**config.mk**
```make
export PLATFORM = sky130hd
export DESIGN_NAME = reg_write_arbiter
export DESIGN_NICKNAME = d
export VERILOG_FILES = /design/src/rtl/reg_write_arbiter.sv
export SDC_FILE = /design/constraint.sdc
export NUM_CORES = 1
export LEC_CHECK = 0
export BUFFER_PORTS_ARGS = -buffer_cell sky130_fd_sc_hd__buf_2
export CELL_PAD_IN_SITES_DETAIL_PLACEMENT = 1
export CELL_PAD_IN_SITES_GLOBAL_PLACEMENT = 1
export CORE_AREA = 2 2 48 50
export CTS_BUF_LIST = sky130_fd_sc_hd__clkbuf_4 sky130_fd_sc_hd__clkbuf_8
export DETAILED_ROUTE_END_ITERATION = 8
export DIE_AREA = 0 0 50 52
export PLACE_DENSITY_LB_ADDON = 0.1
export SYNTH_ARGS = -nofsm -noshare
export SYNTH_HDL_FRONTEND = slang
export SYNTH_SLANG_ARGS = --single-unit
```
**constraint.sdc**
```tcl
create_clock -name clk -period 2.4 [get_ports clk]
set_input_delay 0.24 -clock clk [delete_from_list [all_inputs] [get_ports clk]]
set_output_delay 0.24 -clock clk [all_outputs]
set_load 0.05 [all_outputs]
```
**src/rtl/reg_write_arbiter.sv**
```systemverilog
// Round-robin write arbiter for a single shared register, with an optional
// lock mode enabled by defining REG_WRITE_ARBITER_LOCK_EN.
//
// Handshake: a requester holds req[i] and its wdata lane stable until it sees gnt[i].
// The grant, reg_load and reg_d appear one cycle after req is sampled.
// reg_load is high exactly when one gnt bit is high.
// There is no ready back-pressure: each grant is a single-cycle load.
module reg_write_arbiter #(
  parameter int WIDTH = 4
) (
  input  logic               clk,
  input  logic               rst,
  input  logic [3:0]         req,
  input  logic [3:0]         lock,
  input  logic [4*WIDTH-1:0] wdata,
  output logic [3:0]         gnt,
  output logic               reg_load,
  output logic [WIDTH-1:0]   reg_d,
  output logic [1:0]         owner,
  output logic               busy,
  output logic [1:0]         state_dbg
);

  typedef enum logic [1:0] {
    IDLE   = 2'd0,
    GRANT  = 2'd1,
    LOCKED = 2'd2
  } state_t;

  state_t           state_q, state_d;
  logic [3:0]       gnt_d;
  logic             load_d;
  logic [WIDTH-1:0] reg_d_d;
  logic [1:0]       owner_d;
  logic [2:0]       lock_cnt_q, lock_cnt_d;
  logic             rr_found;
  logic [1:0]       rr_idx;
  logic             lock_win;
  logic             owner_held;

`ifdef REG_WRITE_ARBITER_LOCK_EN
  assign lock_win   = lock[rr_idx];
  assign owner_held = req[owner] & lock[owner];
`else
  logic unused_lock;
  assign unused_lock = ^lock;
  assign lock_win    = 1'b0;
  assign owner_held  = 1'b0;
`endif

  // Search starts one past the current owner; k=4 wraps back to the owner itself.
  always_comb begin
    rr_found = 1'b0;
    rr_idx   = owner;
    for (int k = 1; k <= 4; k++) begin
      if (!rr_found && req[owner + 2'(k)]) begin
        rr_found = 1'b1;
        rr_idx   = owner + 2'(k);
      end
    end
  end

  always_comb begin
    logic arbitrate;
    state_d    = state_q;
    gnt_d      = 4'b0000;
    load_d     = 1'b0;
    reg_d_d    = reg_d;
    owner_d    = owner;
    lock_cnt_d = 3'd0;
    arbitrate  = 1'b0;

    case (state_q)
      LOCKED: begin
        if (!owner_held) begin
          state_d = IDLE;
        end else if (lock_cnt_q != 3'd7) begin
          gnt_d      = 4'b0001 << owner;
          load_d     = 1'b1;
          reg_d_d    = wdata[int'(owner)*WIDTH +: WIDTH];
          lock_cnt_d = lock_cnt_q + 3'd1;
        end else begin
          // Eighth locked grant already issued: forced release.
          arbitrate = 1'b1;
        end
      end
      default: arbitrate = 1'b1;
    endcase

    if (arbitrate) begin
      if (rr_found) begin
        gnt_d   = 4'b0001 << rr_idx;
        load_d  = 1'b1;
        reg_d_d = wdata[int'(rr_idx)*WIDTH +: WIDTH];
        owner_d = rr_idx;
        state_d = lock_win ? LOCKED : GRANT;
      end else begin
        state_d = IDLE;
      end
    end
  end

  always_ff @(posedge clk) begin
    if (rst) begin
      state_q    <= IDLE;
      gnt        <= 4'b0000;
      reg_load   <= 1'b0;
      reg_d      <= '0;
      owner      <= 2'd3;
      lock_cnt_q <= 3'd0;
    end else begin
      state_q    <= state_d;
      gnt        <= gnt_d;
      reg_load   <= load_d;
      reg_d      <= reg_d_d;
      owner      <= owner_d;
      lock_cnt_q <= lock_cnt_d;
    end
  end

  assign busy      = (state_q == LOCKED);
  assign state_dbg = state_q;

endmodule

```
==> results of run 1 <==
[logic make-up after synthesis]
| logic type | after synthesis |
|---|---|
| buf+inv | 8 |
| other cells | 1 |
| flops | 11 |
| compound gates | 17 |
| mux | 4 |
| simple gates | 29 |
[metrics by stage]
step | std cells | setup slack, ns | utilization (%)
6_report | 135 | 0.701 | 41.8
5_1_grt | 135 | 0.564 | 41.8
4_1_cts | 135 | 0.677 | 41.8
3_5_place_dp | 131 | 0.676 | 40.4
3_3_place_gp | 131 | 0.696 | 40.4
2_1_floorplan | 71 | 0.528 | -
[cell usage after synthesis, types with 2 or more instances]
master,count,area (um2)
a2111oi_2,2,30.0
a21bo_2,2,20.0
buf_4,3,22.5
dfxtp_1,11,220
inv_1,4,15.0
mux2i_1,4,40.0
nand2_1,2,7.51
nand2b_1,2,12.5
nand3b_1,2,15.0
nand4_1,4,25.0
nor2_1,6,22.5
nor3_1,2,10.0
o2111a_1,2,22.5
o311ai_1,2,17.5
o31ai_1,2,15.0
or2_2,2,12.5
[worst min-delay path by stage]
stage                   from       end  slack, ns  cells past startpoint
detailed placement  reg_d[3]  reg_d[3]       0.51                      2
global placement    reg_d[0]  reg_d[0]       0.50                      2
global route             rst  reg_d[1]       0.22                      2
floorplan                rst  reg_d[1]       0.31                      1
CTS                      rst  reg_d[1]       0.21                      2
finish                   rst  reg_d[1]       0.22                      2
[state kept, by name, summed over array words and instances, names as in the netlist]
| signal | flops |
|---|---|
| owner | 2 |
| reg_load | 1 |
| reg_d | 4 |
| gnt | 4 |
[worst register-to-register path: stages, from the launching register on]
cell and delay, ns:
dfxtp_1 0.43, nor2b_4 0.08, o21a_4 0.23, nor3_4 0.33, buf_4 0.22, mux2i_1 0.20
o311ai_1 0.09
[layout make-up]
type	instances	area, um2	area share, %
multi-input cells	52	393	44.6
flip-flops and latches	11	220	25.0
repair buffers	36	188	21.3
well taps	28	35.0	3.98
clock buffers	4	30.0	3.41
inverters	4	15.0	1.70
[routing by layer]
metal,up-vias,wire length (um),global-route usage [%]
li1,326,-,-
met1,306,782,17.6
met2,20,882,28.1
met3,5,75,2.01
met4,0,44,9.72
met5,-,0,0
[power by group through the flow]
stage          clock, uW  combinational (uW)  sequential, uW
5_1_grt              156                 261             220
2_1_floorplan          0                 109             295
3_5_place_dp           0                 246             221
3_3_place_gp           0                 243             220
4_1_cts              148                 247             217
6_report             143                 244             217
==> results.json, run 1 <==
{
  "status": "finished clean",
  "nFillCells": 276,
  "synth_cells": 70,
  "p_comb_share_pct": 40.3,
  "cts_buffers": 3,
  "start_util_pct": 31.3,
  "synth_top_family_by_area": "simple AND/OR/NAND/NOR gates",
  "placed_cell_area_um2": 851,
  "worstSetupEndpointType": "flip-flop",
  "critPathArrivalTime_ns": 1.85,
  "drt_wl_total_um": 1790,
  "fp.dieW_um": 50,
  "antenna_cells": 0,
  "p_switching_uw": 241,
  "synthMuxAreaShare_pct": 6.08,
  "timing.rr.start": "owner[0]",
  "post-route-period-util_pct": 70.8,
  "p_sw_share_pct": 39.9,
  "r2r_cells": 6,
  "setup_viol": 0,
  "synth_adder_area_share_pct": 0,
  "p_total_uw": 604,
  "core_mm2": 0.00211,
  "tritoncts": "built",
  "yosysWarnings": 0,
  "io_pins": 40,
  "path_buf_inv": 1,
  "synth.distinct_cells": 34,
  "track_usage_pct": 15.7,
  "avgSynthCellArea_um2": 9.40,
  "cp-endpoint": "reg_d[0]",
  "place_hpwl_um": 1490,
  "hold_path_class": "primary input to flip-flop",
  "hold_ws_ns": 0.217,
  "synthToLayoutAreaGrowth_pct": 33.8,
  "timing.critical_path.from": "owner[0]",
  "synth_compound_area_share_pct": 24.1,
  "grt_max_degree": 9,
  "ys.flop_type": "dfxtp_1",
  "htree_levels": 1,
  "final_nets": 134,
  "grt_overflow": 0,
  "peakVddDrop_v": 0.000271,
  "clk_latency_ns": 0.28,
  "ctsResizeCount": 0,
  "synth_enable_flop_cells": 0,
  "dieHeight_um": 52,
  "netlist_area_um2": 658,
  "cpMaxStageDelayCell": "dfxtp_1",
  "cts_hold_buf": 0,
  "die-area_mm2": 0.00260,
  "routedWlPerCell_um": 13.2,
  "p_per_area_mw_per_mm2": 686,
  "cts.clk_slew.worst_paths_ns": 0.08,
  "port-buffer-count": 33,
  "final_cell_mix": "buf_2 (33), dfxtp_1 (11), nor2_1 (6)",
  "crit_type": "flip-flop to flip-flop",
  "rrSetupSlack_ns": 0.70,
  "root_buffer": "clkbuf_4",
  "layout-drive-gt1-share_pct": 48.6,
  "power_frac_seq_pct": 35.9,
  "timing.rr.end": "reg_d[0]",
  "antenna_found_initial": 0,
  "drv_cap": 0,
  "slowest_delay_ns": 0.43,
  "fin_skew_ns": 0.00732,
  "drt_iter0_drc": 8,
  "rsz0062_at_grt": "false",
  "start_kind": "flip-flop",
  "crit_chain": "nor2b_4 > o21a_4 > nor3_4 > buf_4 > mux2i_1 > o311ai_1",
  "drv_slew": 0,
  "post-route-drc-count": 0,
  "yosys.area_share.simple_pct": 28.3,
  "dr.pass1.iters": 4,
  "internal_power_uw": 363,
  "clockPowerShare_pct": 23.7,
  "drt-vias-per-instance": 4.87,
  "finalHoldViolCount": 0,
  "p_leak_uw": 0.000433,
  "tns_ns": 0,
  "gp_congestion": 0.760,
  "synth_xor_area_share_pct": 0,
  "postCtsSetupBuffers": 0,
  "grt_pass1_wl_um": 2990,
  "final_common_cell": "buf_2",
  "cp_max_fo": 6,
  "critPathTopFamily": "flip-flops",
  "rows": 17,
  "ys_seq_area_share_pct": 33.5,
  "cts_sinks": 11,
  "min_period_ns": 1.70,
  "async_flop_share_pct": 0,
  "synth-seq-cells": 11,
  "ant_nets": 0,
  "final_area_um2": 881,
  "grt_pass1_vias": 639,
  "path_depth": 6,
  "clockBufferDepth": 2,
  "timing.fmax_ghz": 0.589,
  "vias": 657,
  "cp_data_required_time_ns": 2.55
}
Note: power is estimated with default switching activity, not from simulation.
==> run 2, diff against run 1 <==
CORE_AREA = 2 2 53 55   (was 2 2 48 50)
DIE_AREA = 0 0 55 57   (was 0 0 50 52)
clock period = 1.5 ns   (was 2.4 ns; I/O delays follow)
==> run 2 against run 1 <==
Compared with the run above: the flow now finishes with violations (negative setup slack); critical path depth decreased by 1; final area is 16% higher; register-to-register slack worse by 0.73 ns; clock power is 62% higher; largest cell class unchanged; largest power group unchanged.
==> results.json, run 2 (synthesis gave the netlist of run 1 again) <==
{
  "fin_ws_ns": -0.0323,
  "port-buffer-count": 33,
  "ant_nets": 0,
  "rrSetupSlack_ns": -0.03,
  "worstSetupEndpointType": "flip-flop",
  "p_leak_uw": 0.000513,
  "tritoncts": "built",
  "final_common_cell": "buf_2",
  "drt_iter0_drc": 8,
  "timing.rr.start": "owner[0]",
  "status": "complete, but fails checks",
  "peakVddDrop_v": 0.000426,
  "die-area_mm2": 0.00314,
  "p_per_area_mw_per_mm2": 1010,
  "min_period_ns": 1.53,
  "antenna_cells": 0,
  "place_hpwl_um": 1560,
  "clockBufferDepth": 2,
  "synthToLayoutAreaGrowth_pct": 55.5,
  "antenna_found_initial": 0,
  "timing.critical_path.from": "owner[0]",
  "vias": 702,
  "post-route-drc-count": 0,
  "drt-vias-per-instance": 4.62,
  "final_util_pct": 39.1,
  "post-route-period-util_pct": 102,
  "htree_levels": 1,
  "cts_buffers": 3,
  "dr.pass1.iters": 4,
  "grt_overflow": 0,
  "cts_hold_buf": 0,
  "cp-endpoint": "reg_d[2]",
  "io_pins": 40,
  "critPathArrivalTime_ns": 1.70,
  "fp.dieW_um": 55,
  "cp_max_fo": 6,
  "grt_max_degree": 7,
  "final_nets": 148,
  "drv_cap": 0,
  "use_met1_pct": 15.6,
  "grtUsageMet3_pct": 3.93,
  "final_area_mm2": 0.00102,
  "top_regs": "gnt (4), reg_d (4), owner (2)",
  "hold_path_class": "primary input to flip-flop",
  "start_util_pct": 25.2,
  "rows": 19,
  "gp_congestion": 0.728,
  "setup_viol": 3,
  "timing.fmax_ghz": 0.653,
  "timing.rr.end": "reg_d[2]",
  "placed_cell_area_um2": 963,
  "finalHoldViolCount": 0,
  "layout-drive-gt1-share_pct": 57.9,
  "final_cell_count_no_fill": 152,
  "fin_skew_ns": 0.00880,
  "violations": "negative setup slack",
  "core_mm2": 0.00262,
  "grt_pass1_wl_um": 3140,
  "track_usage_pct": 13.8,
  "rsz0062_at_grt": "true",
  "r2r_cells": 5,
  "root_buffer": "clkbuf_4",
  "dieHeight_um": 57,
  "final_cell_mix": "buf_2 (33), buf_4 (15), dfxtp_1 (9)",
  "placed_cells": 145,
  "cts_sinks": 11,
  "drt_wl_total_um": 1870,
  "drv_slew": 0,
  "crit_type": "flip-flop to flip-flop",
  "cp_data_required_time_ns": 1.67,
  "busiest_layer": "met2",
  "grt_pass1_vias": 729,
  "start_kind": "flip-flop",
  "cts.clk_slew.worst_paths_ns": 0.08,
  "routedWlPerCell_um": 12.3,
  "clk_latency_ns": 0.27,
  "met2_usage_pct": 23.6
}
-- run 2: changes by cell type in the layout (fill, tap and decap cells not counted) --
cell	delta
a21oi_1	-1
a21oi_4	+1
buf_4	+12
buf_6	+2
dfxtp_1	-2
dfxtp_4	+2
nand2b_1	-1
nand2b_4	+1
-- run 2: where the power goes --
| group | leakage (uW) | internal (uW) | switching (uW) |
|---|---|---|---|
| logic | 0.000403 | 182 | 269 |
| clock network | 0.0000184 | 121 | 111 |
| registers | 0.0000916 | 327 | 20.6 |
| total | 0.000513 | 630 | 400 |
-- run 2: through the flow --
step           setup slack [ns]  power [uW]  hold slack [ns]  setup TNS, ns
2_1_floorplan           -0.0257         656            0.219        -0.0398
3_3_place_gp            -0.0435         786            0.489        -0.0894
3_5_place_dp            -0.0528         789            0.478         -0.113
4_1_cts                 -0.0531        1050            0.177         -0.140
5_1_grt                  -0.123        1100            0.187         -0.377
6_report                -0.0323        1030            0.182        -0.0732
-- run 2: layout make-up --
| type | instances | area [um2] |
|---|---|---|
| Sequential cell | 11 | 228 |
| Clock buffer | 4 | 30.0 |
| Timing Repair Buffer | 50 | 300 |
| Fill cell | 332 | 1590 |
| Inverter | 4 | 15.0 |
| Tap cell | 31 | 38.8 |
| Multi-Input combinational cell | 52 | 412 |
-- run 2: how the worst min path moves through the flow --
stage | startpoint | to | cells past startpoint
6_report | rst | reg_d[1] | 3
3_5_place_dp | rst | reg_d[1] | 3
5_1_grt | rst | reg_d[1] | 3
2_1_floorplan | rst | reg_d[1] | 1
4_1_cts | rst | reg_d[1] | 3
3_3_place_gp | rst | reg_d[1] | 3
-- run 2: repair_timing --
action,4_1_cts,5_1_grt
pin swaps,2,1
endpoints found under the setup margin,3,5
resized for setup,1,1
buffers inserted,3,0
-- run 2: worst max-delay path, cell delays in order, from the launching register on --
cell and delay [ns]:
dfxtp_4 0.38, nor2b_4 0.05, o21a_4 0.22, nor3_4 0.29, mux2i_1 0.15, a2111oi_2 0.34
-- run 2: routing by layer --
metal	up-vias	share of wire [%]
li1	359	-
met1	320	42
met2	23	51
met3	0	7.1
met4	0	0
met5	-	0
